**src/rtl/mic_pkg.sv**
```systemverilog
// mic_pkg: shared sizes and types for mic_sample_framer (FRAMER_DC_REMOVE_EN selects DC removal)
package mic_pkg;
  localparam int N_SAMPLES = 16;
  localparam int SAMPLE_W = 16;
  localparam int OUT_W = 32;
  localparam int LOG2_N = $clog2(N_SAMPLES);
  typedef logic [SAMPLE_W-1:0] sample_t;
  typedef logic [OUT_W-1:0] word_t;
  typedef word_t frame_t [N_SAMPLES];
  typedef logic [LOG2_N-1:0] idx_t;
  typedef enum logic {EMPTY, HELD} state_t;
endpackage

```
**src/rtl/framer_bank.sv**
```systemverilog
// framer_bank: one N-entry sample register bank with indexed write and parallel read
module framer_bank
  import mic_pkg::*;
(
  input  logic    clk,
  input  logic    rst_n,
  input  logic    i_we,
  input  idx_t    i_idx,
  input  sample_t i_data,
  output sample_t o_data [N_SAMPLES]
);
  sample_t r_mem [N_SAMPLES];
  // clear on reset so no stale samples survive; write one entry per qualified sample
  always_ff @(posedge clk or negedge rst_n)
    if (!rst_n)
      for (int i = 0; i < N_SAMPLES; i++) r_mem[i] <= '0;
    else if (i_we)
      r_mem[i_idx] <= i_data;
  assign o_data = r_mem;
endmodule

```
**src/rtl/mic_sample_framer.sv**
```systemverilog
// mic_sample_framer: ping-pong framer of mic samples with valid/ready hand-off (FRAMER_DC_REMOVE_EN adds DC removal)
module mic_sample_framer
  import mic_pkg::*;
(
  input  logic                clk,
  input  logic                rst_n,
  input  logic                sample_valid,
  input  logic [SAMPLE_W-1:0] mic_stream,
  input  logic                frame_ready,
  input  logic                clear_overrun,
  output logic                frame_valid,
  output frame_t              frame_samples,
  output logic [7:0]          frame_count,
  output logic                overrun
);
  state_t     r_state;
  state_t     w_state_nx;
  idx_t       r_idx;
  logic       r_bank_sel;
  logic       r_overrun;
  logic [7:0] r_count;
  logic       w_done;
  logic       w_swap;
  logic       w_drop;
  sample_t    w_bank0 [N_SAMPLES];
  sample_t    w_bank1 [N_SAMPLES];
  sample_t    w_rd [N_SAMPLES];

  assign w_done = sample_valid && (r_idx == idx_t'(N_SAMPLES - 1));

  // read-bank state: a completed frame is taken only if the read bank is empty or being emptied now
  always_comb begin
    w_state_nx = r_state;
    w_swap = 1'b0;
    w_drop = 1'b0;
    if (w_done && r_state == HELD && !frame_ready)
      w_drop = 1'b1;
    else if (w_done) begin
      w_swap = 1'b1;
      w_state_nx = HELD;
    end else if (r_state == HELD && frame_ready)
      w_state_nx = EMPTY;
  end

  // fill index, bank select, hand-off count and sticky overrun (a new drop beats a clear)
  always_ff @(posedge clk or negedge rst_n)
    if (!rst_n) begin
      r_state <= EMPTY;
      r_idx <= '0;
      r_bank_sel <= 1'b0;
      r_count <= '0;
      r_overrun <= 1'b0;
    end else begin
      r_state <= w_state_nx;
      r_idx <= sample_valid ? r_idx + idx_t'(1) : r_idx;
      r_bank_sel <= r_bank_sel ^ w_swap;
      r_count <= r_count + {7'd0, w_swap};
      r_overrun <= w_drop | (r_overrun & ~clear_overrun);
    end

  framer_bank u_bank0 (
    .clk    (clk),
    .rst_n  (rst_n),
    .i_we   (sample_valid && !r_bank_sel),
    .i_idx  (r_idx),
    .i_data (mic_stream),
    .o_data (w_bank0)
  );

  framer_bank u_bank1 (
    .clk    (clk),
    .rst_n  (rst_n),
    .i_we   (sample_valid && r_bank_sel),
    .i_idx  (r_idx),
    .i_data (mic_stream),
    .o_data (w_bank1)
  );

  // the read bank is always the one not being filled
  always_comb
    for (int i = 0; i < N_SAMPLES; i++) w_rd[i] = r_bank_sel ? w_bank0[i] : w_bank1[i];

`ifdef FRAMER_DC_REMOVE_EN
  localparam int SUM_W = SAMPLE_W + LOG2_N;
  logic [SUM_W-1:0] r_sum;
  logic [SUM_W-1:0] w_sum_nx;
  sample_t          r_mean;

  assign w_sum_nx = r_sum + SUM_W'(mic_stream);

  // running frame sum; its floor mean is latched only when the frame is actually handed off
  always_ff @(posedge clk or negedge rst_n)
    if (!rst_n) begin
      r_sum <= '0;
      r_mean <= '0;
    end else if (sample_valid) begin
      r_sum <= w_done ? '0 : w_sum_nx;
      if (w_swap) r_mean <= sample_t'(w_sum_nx >> LOG2_N);
    end

  // mean-removed samples, wrapping naturally into two's complement
  always_comb
    for (int i = 0; i < N_SAMPLES; i++) frame_samples[i] = word_t'(w_rd[i]) - word_t'(r_mean);
`else
  // raw samples zero-extended to the output word
  always_comb
    for (int i = 0; i < N_SAMPLES; i++) frame_samples[i] = word_t'(w_rd[i]);
`endif

  assign frame_valid = (r_state == HELD);
  assign frame_count = r_count;
  assign overrun = r_overrun;
endmodule
```
**config.mk**
```make
export PLATFORM = sky130hd
export DESIGN_NAME = mic_sample_framer
export DESIGN_NICKNAME = d
export VERILOG_FILES = /design/src/rtl/mic_pkg.sv /design/src/rtl/framer_bank.sv /design/src/rtl/mic_sample_framer.sv
export SDC_FILE = /design/constraint.sdc
export NUM_CORES = 1
export LEC_CHECK = 0
export BUFFER_PORTS_ARGS = -buffer_cell sky130_fd_sc_hd__buf_4
export CAP_MARGIN = 10
export CELL_PAD_IN_SITES_DETAIL_PLACEMENT = 0
export CELL_PAD_IN_SITES_GLOBAL_PLACEMENT = 2
export CORE_MARGIN = 5
export CORE_UTILIZATION = 40
export DETAILED_ROUTE_END_ITERATION = 6
export PLACE_DENSITY = 0.86
export SLEW_MARGIN = 20
export SYNTH_ARGS = -nofsm -noshare
export SYNTH_HDL_FRONTEND = slang
export SYNTH_SLANG_ARGS = --single-unit
```
**constraint.sdc**
```tcl
create_clock -name clk -period 2.7 [get_ports clk]
set_input_delay 0 -clock clk [delete_from_list [all_inputs] [get_ports clk]]
set_output_delay 0 -clock clk [all_outputs]
set_load 0.02 [all_outputs]
```
==> flow_summary.json, run 1 <==
{
  "synth_xor_area_share_pct": 0.352,
  "placed_area_um2": 27000,
  "slew_headroom_pct": 43.2,
  "ff2ff_path_depth": 6,
  "netlist_top_cells_count": "mux2_2, dfrtp_1, buf_4",
  "worstSetupEndpointType": "output pin",
  "yosysUniqueCellTypes": 24,
  "clockBufferDepth": 3,
  "synth.area.mux_share_pct": 34.7,
  "clk_pin_slew_ns": 0.06,
  "synth.top_cell.area_share_pct": 53.0,
  "drt-met1-wl_um": 27400,
  "dr.pass1.iters": 4,
  "cts_root_buf": "clkbuf_16",
  "cp_cell_sequence": "buf_12, mux2_2, buf_4",
  "hold_class": "in2reg",
  "dr.max_layer_used": "met4",
  "initial_utilization_pct": 40.4,
  "vdd_drop_max_uv": 1130,
  "async_flop_share_pct": 100,
  "yosys.area.top_type": "dfrtp_1",
  "yosys.area_share.simple_pct": 1.39,
  "drcViolationCount": 0,
  "leakagePower_nw": 14.2,
  "wire_per_inst_um": 22.0,
  "syn_area_um2": 24900,
  "max_stage_delay_ns": 0.58,
  "slew_viol_final": 0,
  "cp_slowest_cell": "buf_12",
  "setup_viol": 0,
  "grt_pass1_wl_um": 95800,
  "finalSetupTns_ns": 0,
  "core_area_um2": 61700,
  "switchingPower_mw": 13.2,
  "wl_um": 64300,
  "clock_power_share_pct": 21.3,
  "h-tree-depth": 2,
  "cp.arrival_ns": 2.44,
  "startpoint_type": "flop",
  "route.met3.wl_um": 3240,
  "worst-slew-pin-transition_ns": 0.853,
  "fin_crit_sh_pct": 90.5,
  "ys_seq_area_share_pct": 53.0,
  "postSynthAreaPerCell_um2": 14.3,
  "synthTopCellsByArea": "dfrtp_1, mux2_2, buf_4, nor2_2, clkbuf_1",
  "vias": 14000,
  "synth_cells": 1746,
  "required_ns": 2.70,
  "grt_overflow": 0,
  "layout-drive-gt1-share_pct": 59.1,
  "p_comb_share_pct": 44.1,
  "numCtsBuffers": 56,
  "p_int_mw": 24.1,
  "wl_met2_um": 32500,
  "clk_latency_ns": 0.61,
  "skew_ns": 0.0302,
  "min_path_cells": 2,
  "nets": 2072,
  "vias_per_cell": 4.78,
  "pwr_density_cell_nw_per_um2": 1280,
  "synthFlopType": "dfrtp_1",
  "ys_warn_count": 0,
  "clock_sinks": 527,
  "cp_max_fo": 135,
  "p_sw_share_pct": 35.3,
  "finalInstanceArea_um2": 29100,
  "fmax_mhz": 409,
  "yosys.area_share.adder_pct": 0.352,
  "die_width_um": 260,
  "rsz0062_at_grt": "no",
  "yosysMostFrequentCell": "mux2_2",
  "grt_max_degree": 136,
  "ant_nets": 0,
  "maxCapViolCount": 0,
  "fillers": 5461,
  "ys_ff_latch": 527,
  "cts_tree": "yes",
  "num_rows": 91,
  "die_area_um2": 67400,
  "hpwl_um": 41400,
  "synth_compound_area_share_pct": 0.0452,
  "drt_iter0_markers": 640,
  "grt_usage_pct": 18.5,
  "seqPwrFrac_pct": 34.6,
  "die_y_um": 260,
  "grt_pass1_vias": 15000,
  "synth_top_family_by_area": "multiplexers",
  "area_delta_synth_final_pct": 17.0,
  "io_buffer_count": 286,
  "status": "complete, no violations",
  "finalHoldViolCount": 0,
  "synth_edf_count": 0,
  "gp_congestion": 0.776,
  "pin_count": 543,
  "worstSetupPathType": "reg2out",
  "period_needed_ns": 2.44,
  "antenna_found_initial": 2,
  "final_util_pct": 47.2
}
-- metal layers --
metal / track usage [%] / vias up
met4: 4.27 / 0
met3: 3.09 / 82
li1: - / 6141
met1: 24.6 / 7394
met5: 0 / -
met2: 31.7 / 344
-- flip-flops by register name, indices dropped and copies added, names as in the netlist --
| name | count |
|---|---|
| r_bank_sel | 1 |
| u_bank0.o_data | 256 |
| frame_count | 8 |
| r_idx | 4 |
| u_bank1.o_data | 256 |
| overrun | 1 |
| frame_valid | 1 |
-- metrics by stage --
| step | worst slack (ns) | std cells | total power, mW | hold slack (ns) |
|---|---|---|---|---|
| finish | 0.256 | 2923 | 37.2 | 0.0367 |
| global route | 0.196 | 2922 | 39.1 | 0.0352 |
| CTS | 0.243 | 2922 | 37.7 | 0.00923 |
| detailed placement | 0.748 | 2804 | 29.5 | 0.0369 |
| global placement | 0.748 | 2804 | 29.0 | 0.0298 |
| floorplan | 0.870 | 2001 | 23.4 | -0.296 |
-- power by group through the flow --
stage          logic, mW  registers (mW)  clock network (mW)
2_1_floorplan       11.0            12.4                   0
3_3_place_gp        16.3            12.7                   0
3_5_place_dp        16.5            13.0                   0
4_1_cts             16.6            12.9                8.18
5_1_grt             17.4            13.2                8.50
6_report            16.4            12.9                7.93
-- layout by cell type (no fill, tap or decap), types with 7 or more instances in the layout --
cell type and count:
buf_12 8, buf_4 327, clkbuf_16 57, clkbuf_8 16, clkinv_2 10, conb_1 256
dfrtp_1 526, dlygate4sd3_1 19, ha_1 7, mux2_2 768, nand3_1 9, nor2_2 32
xnor2_1 7
-- cell type report --
type | count | area, um2 | area share (%)
flip-flops and latches | 527 | 13200 | 45.3
multi-input cells | 1101 | 10100 | 34.8
repair buffers | 355 | 2820 | 9.68
clock buffers | 78 | 1670 | 5.72
well taps | 837 | 1050 | 3.59
clock inverters | 21 | 259 | 0.889
inverters | 3 | 11.3 | 0.0386
diodes | 1 | 2.50 | 0.00859
-- cells by family (layout without fill, tap and decap cells) --
logic type | after synthesis | count (layout)
DFF | 527 | 527
xor gates and xnor gates | 10 | 10
AOI/OAI and AO/OA | 2 | 2
and+or+nand+nor | 58 | 58
other | 1 | 257
buffers and inverters | 373 | 457
adders and majority gates | 7 | 7
muxes | 768 | 768
-- worst max-delay path, delay by kind of cell (launching register included) --
| family | cells | cell delay [ns] |
|---|---|---|
| flip-flops | 1 | 0.49 |
| buffers and inverters | 2 | 0.75 |
| multiplexers | 1 | 0.46 |
-- path summary, 6_finish.rpt --
kind | endpoint | start | slack, ns
setup / recovery | frame_samples[192] | r_bank_sel$_DFF_PN0_ | 0.26
hold / removal | u_bank0.o_data[7]$_DFFE_PN0P_ | mic_stream[7] | 0.04
setup reg to reg | u_bank0.o_data[222]$_DFFE_PN0P_ | r_idx[0]$_DFFE_PN0P_ | 0.74
hold reg to reg | frame_count[7]$_DFF_PN0_ | frame_count[7]$_DFF_PN0_ | 0.48
max in group asynchronous | u_bank0.o_data[239]$_DFFE_PN0P_ | rst_n | 1.10
min in group asynchronous | u_bank1.o_data[20]$_DFFE_PN0P_ | rst_n | 0.54
-- repair_timing --
item,4_1_cts,5_1_grt
hold buffers,19,0
setup buffers,0,0
gates resized for setup,0,0
hold endpoints to repair,652,0
(Power assumes the default switching activity.)
==> run 2, diff against run 1 <==
--- a/config.mk
+++ b/config.mk
@@ -10,10 +10,11 @@
 export CELL_PAD_IN_SITES_DETAIL_PLACEMENT = 0
 export CELL_PAD_IN_SITES_GLOBAL_PLACEMENT = 2
 export CORE_MARGIN = 5
-export CORE_UTILIZATION = 40
+export CORE_UTILIZATION = 41
 export DETAILED_ROUTE_END_ITERATION = 6
 export PLACE_DENSITY = 0.86
 export SLEW_MARGIN = 20
 export SYNTH_ARGS = -nofsm -noshare
 export SYNTH_HDL_FRONTEND = slang
+export SYNTH_HIERARCHICAL = 1
 export SYNTH_SLANG_ARGS = --single-unit
==> run 2 against run 1 <==
- setup slack worse by 0.016 ns
- total power up 6.4%
- synthesized cell count down 0.74%
- global-route usage down 0.67 points
- synthesized area up 4.6%
- largest cell class unchanged
- critical path type unchanged
- via count down 0.61%
==> flow_summary.json, run 2 <==
{
  "core_area_um2": 63000,
  "clock_sinks": 527,
  "hold_class": "in2reg",
  "ff2ff_path_depth": 4,
  "drt_iter0_markers": 580,
  "slew_viol_final": 0,
  "cts_tree": "yes",
  "dp_slack_ns": 0.535,
  "io_buffer_count": 286,
  "initial_utilization_pct": 41.4,
  "cp_cell_sequence": "buf_12, mux2_2, buf_4",
  "r2r_setup_slack_ns": 0.58,
  "required_ns": 2.70,
  "finalNonFillerCells": 2940,
  "num_rows": 92,
  "slew_headroom_pct": 32.4,
  "grt_pass1_vias": 15000,
  "cp_slowest_cell": "buf_12",
  "die_width_um": 262,
  "syn_area_um2": 26100,
  "yosysUniqueCellTypes": 30,
  "vias": 13900,
  "yosys.area.top_type": "dfrtp_1",
  "ys_warn_count": 6,
  "setup_viol": 0,
  "postCtsSetupBuffers": 0,
  "postSynthAreaPerCell_um2": 15.0,
  "layout-drive-gt1-share_pct": 58.9,
  "ant_nets": 0,
  "min_from": "mic_stream[5]",
  "rsz0062_at_grt": "no",
  "die_y_um": 262,
  "min_path_cells": 2,
  "nets": 2070,
  "vdd_drop_max_uv": 791,
  "r2r_end": "u_bank1/o_data[212]$_DFFE_PN0P_",
  "cp.arrival_ns": 2.46,
  "synth_cells": 1733,
  "layout_commonest_cell": "mux2_2",
  "synth_edf_count": 0,
  "dp_cells": 2813,
  "period_needed_ns": 2.46,
  "grt_max_degree": 117,
  "hpwl_um": 42300,
  "maxCapViolCount": 0,
  "setup_slack_ns": 0.240,
  "synthFlopType": "dfrtp_1",
  "fin_crit_sh_pct": 91.1,
  "area_delta_synth_final_pct": 16.4,
  "p_total_mw": 39.6,
  "grt_pass1_wl_um": 93700,
  "gp_congestion": 0.728,
  "worstSetupEndpointType": "output pin",
  "final_util_pct": 48.2,
  "dr.pass1.iters": 4,
  "grt_overflow": 0,
  "finalInstanceArea_um2": 30300,
  "vias_per_cell": 4.72,
  "skew_ns": 0.0218,
  "startpoint_type": "flop",
  "die_area_um2": 68700,
  "wl_um": 63500,
  "ys_ff_latch": 527,
  "finalSetupTns_ns": 0,
  "worst-slew-pin-transition_ns": 1.01,
  "grt_usage_pct": 17.8,
  "clockBufferDepth": 3,
  "pwr_density_cell_nw_per_um2": 1310,
  "h-tree-depth": 2,
  "drcViolationCount": 0,
  "hold_slack_ns": 0.0327,
  "clk_pin_slew_ns": 0.06,
  "leakagePower_nw": 15.3,
  "max_stage_delay_ns": 0.52,
  "synth.top_cell.area_share_pct": 50.6,
  "fmax_mhz": 407,
  "worst_r2r_startpoint": "r_bank_sel$_DFF_PN0_",
  "wire_per_inst_um": 21.6,
  "antenna_found_initial": 1,
  "finalHoldViolCount": 0,
  "placed_area_um2": 28000,
  "yosysMostFrequentCell": "mux2_2",
  "netlist_top_cells_count": "mux2_2, dfrtp_1, buf_4",
  "fillers": 5513,
  "numCtsBuffers": 57,
  "clk_latency_ns": 0.61,
  "pin_count": 543,
  "status": "complete, no violations",
  "ys_seq_area_share_pct": 50.6,
  "hold_end": "u_bank0/o_data[85]$_DFFE_PN0P_",
  "worstSetupPathType": "reg2out",
  "synthTopCellsByArea": "dfrtp_1, mux2_2, mux2_4, buf_4, buf_6",
  "cp_max_fo": 116,
  "final_cell_mix": "mux2_2, dfrtp_1, buf_4",
  "async_flop_share_pct": 100,
  "cts_root_buf": "clkbuf_16"
}
-- run 2: cell types whose count changed after synthesis, sizes merged, moves of 2 or more --
cell | before | now
clkbuf | 52 | 32
or3 | 0 | 4
nand2b | 3 | 9
buf | 318 | 327
nor2 | 32 | 20
nor3b | 0 | 2
inv | 3 | 1
nand3b | 4 | 6
nand2 | 4 | 7
ha | 7 | 3
nand3 | 9 | 4
and2b | 0 | 3
-- run 2: power breakdown --
part,switching [mW],internal (mW),total (mW)
logic,8.74,9.48,18.2
clock network,3.21,5.28,8.49
registers,1.66,11.2,12.9
total,13.6,26.0,39.6
-- run 2: cells by family (layout without fill, tap and decap cells) --
group           Yosys count  after routing  share of synthesized area (%)
mux                     769            769                           36.7
flops                   527            527                           50.6
buf+inv                 360            465                           10.4
simple gates             62             62                           1.77
xor+xnor                 10             10                          0.336
fa+ha+maj                 3              3                          0.144
other cells               1            257                         0.0144
compound gates            1              1                         0.0240
-- run 2: layout make-up --
cell class	count	area (um2)	area share, %
diodes	1	2.50	0.00825
clock buffers	82	1680	5.55
clock inverters	24	410	1.35
inverters	1	3.75	0.0124
multi-input cells	1101	11100	36.7
flip-flops and latches	527	13200	43.5
well taps	846	1060	3.49
repair buffers	358	2860	9.43
-- run 2: worst max path at each step --
stage	end	depth (start not counted)	startpoint	slack, ns
3_5_place_dp	u_bank1/o_data[215]$_DFFE_PN0P_	4	r_bank_sel$_DFF_PN0_	0.54
2_1_floorplan	u_bank0/o_data[197]$_DFFE_PN0P_	9	r_bank_sel$_DFF_PN0_	0.37
5_1_grt	frame_samples[14]	3	r_bank_sel$_DFF_PN0_	0.18
6_report	frame_samples[14]	3	r_bank_sel$_DFF_PN0_	0.24
4_1_cts	frame_samples[14]	3	r_bank_sel$_DFF_PN0_	0.22
3_3_place_gp	u_bank0/o_data[218]$_DFFE_PN0P_	5	r_bank_sel$_DFF_PN0_	0.56
-- run 2: per-layer routing --
metal / vias up / global-route usage, % / wire length, um
met3: 75 / 4.05 / 3700
li1: 6148 / - / -
met2: 336 / 30.5 / 31700
met5: - / 0 / 0
met4: 0 / 3.69 / 1120
met1: 7317 / 23.3 / 27000
-- run 2: worst max-delay path: cells and delay by family, from the launching register on --
kind | cells | cell delay [ns]
flip-flops | 1 | 0.46
buffers and inverters | 2 | 0.69
multiplexers | 1 | 0.47
-- run 2: what timing repair did --
item,4_1_cts,5_1_grt
hold buffers,20,0
hold endpoints to repair,691,0
gates resized for setup,0,0
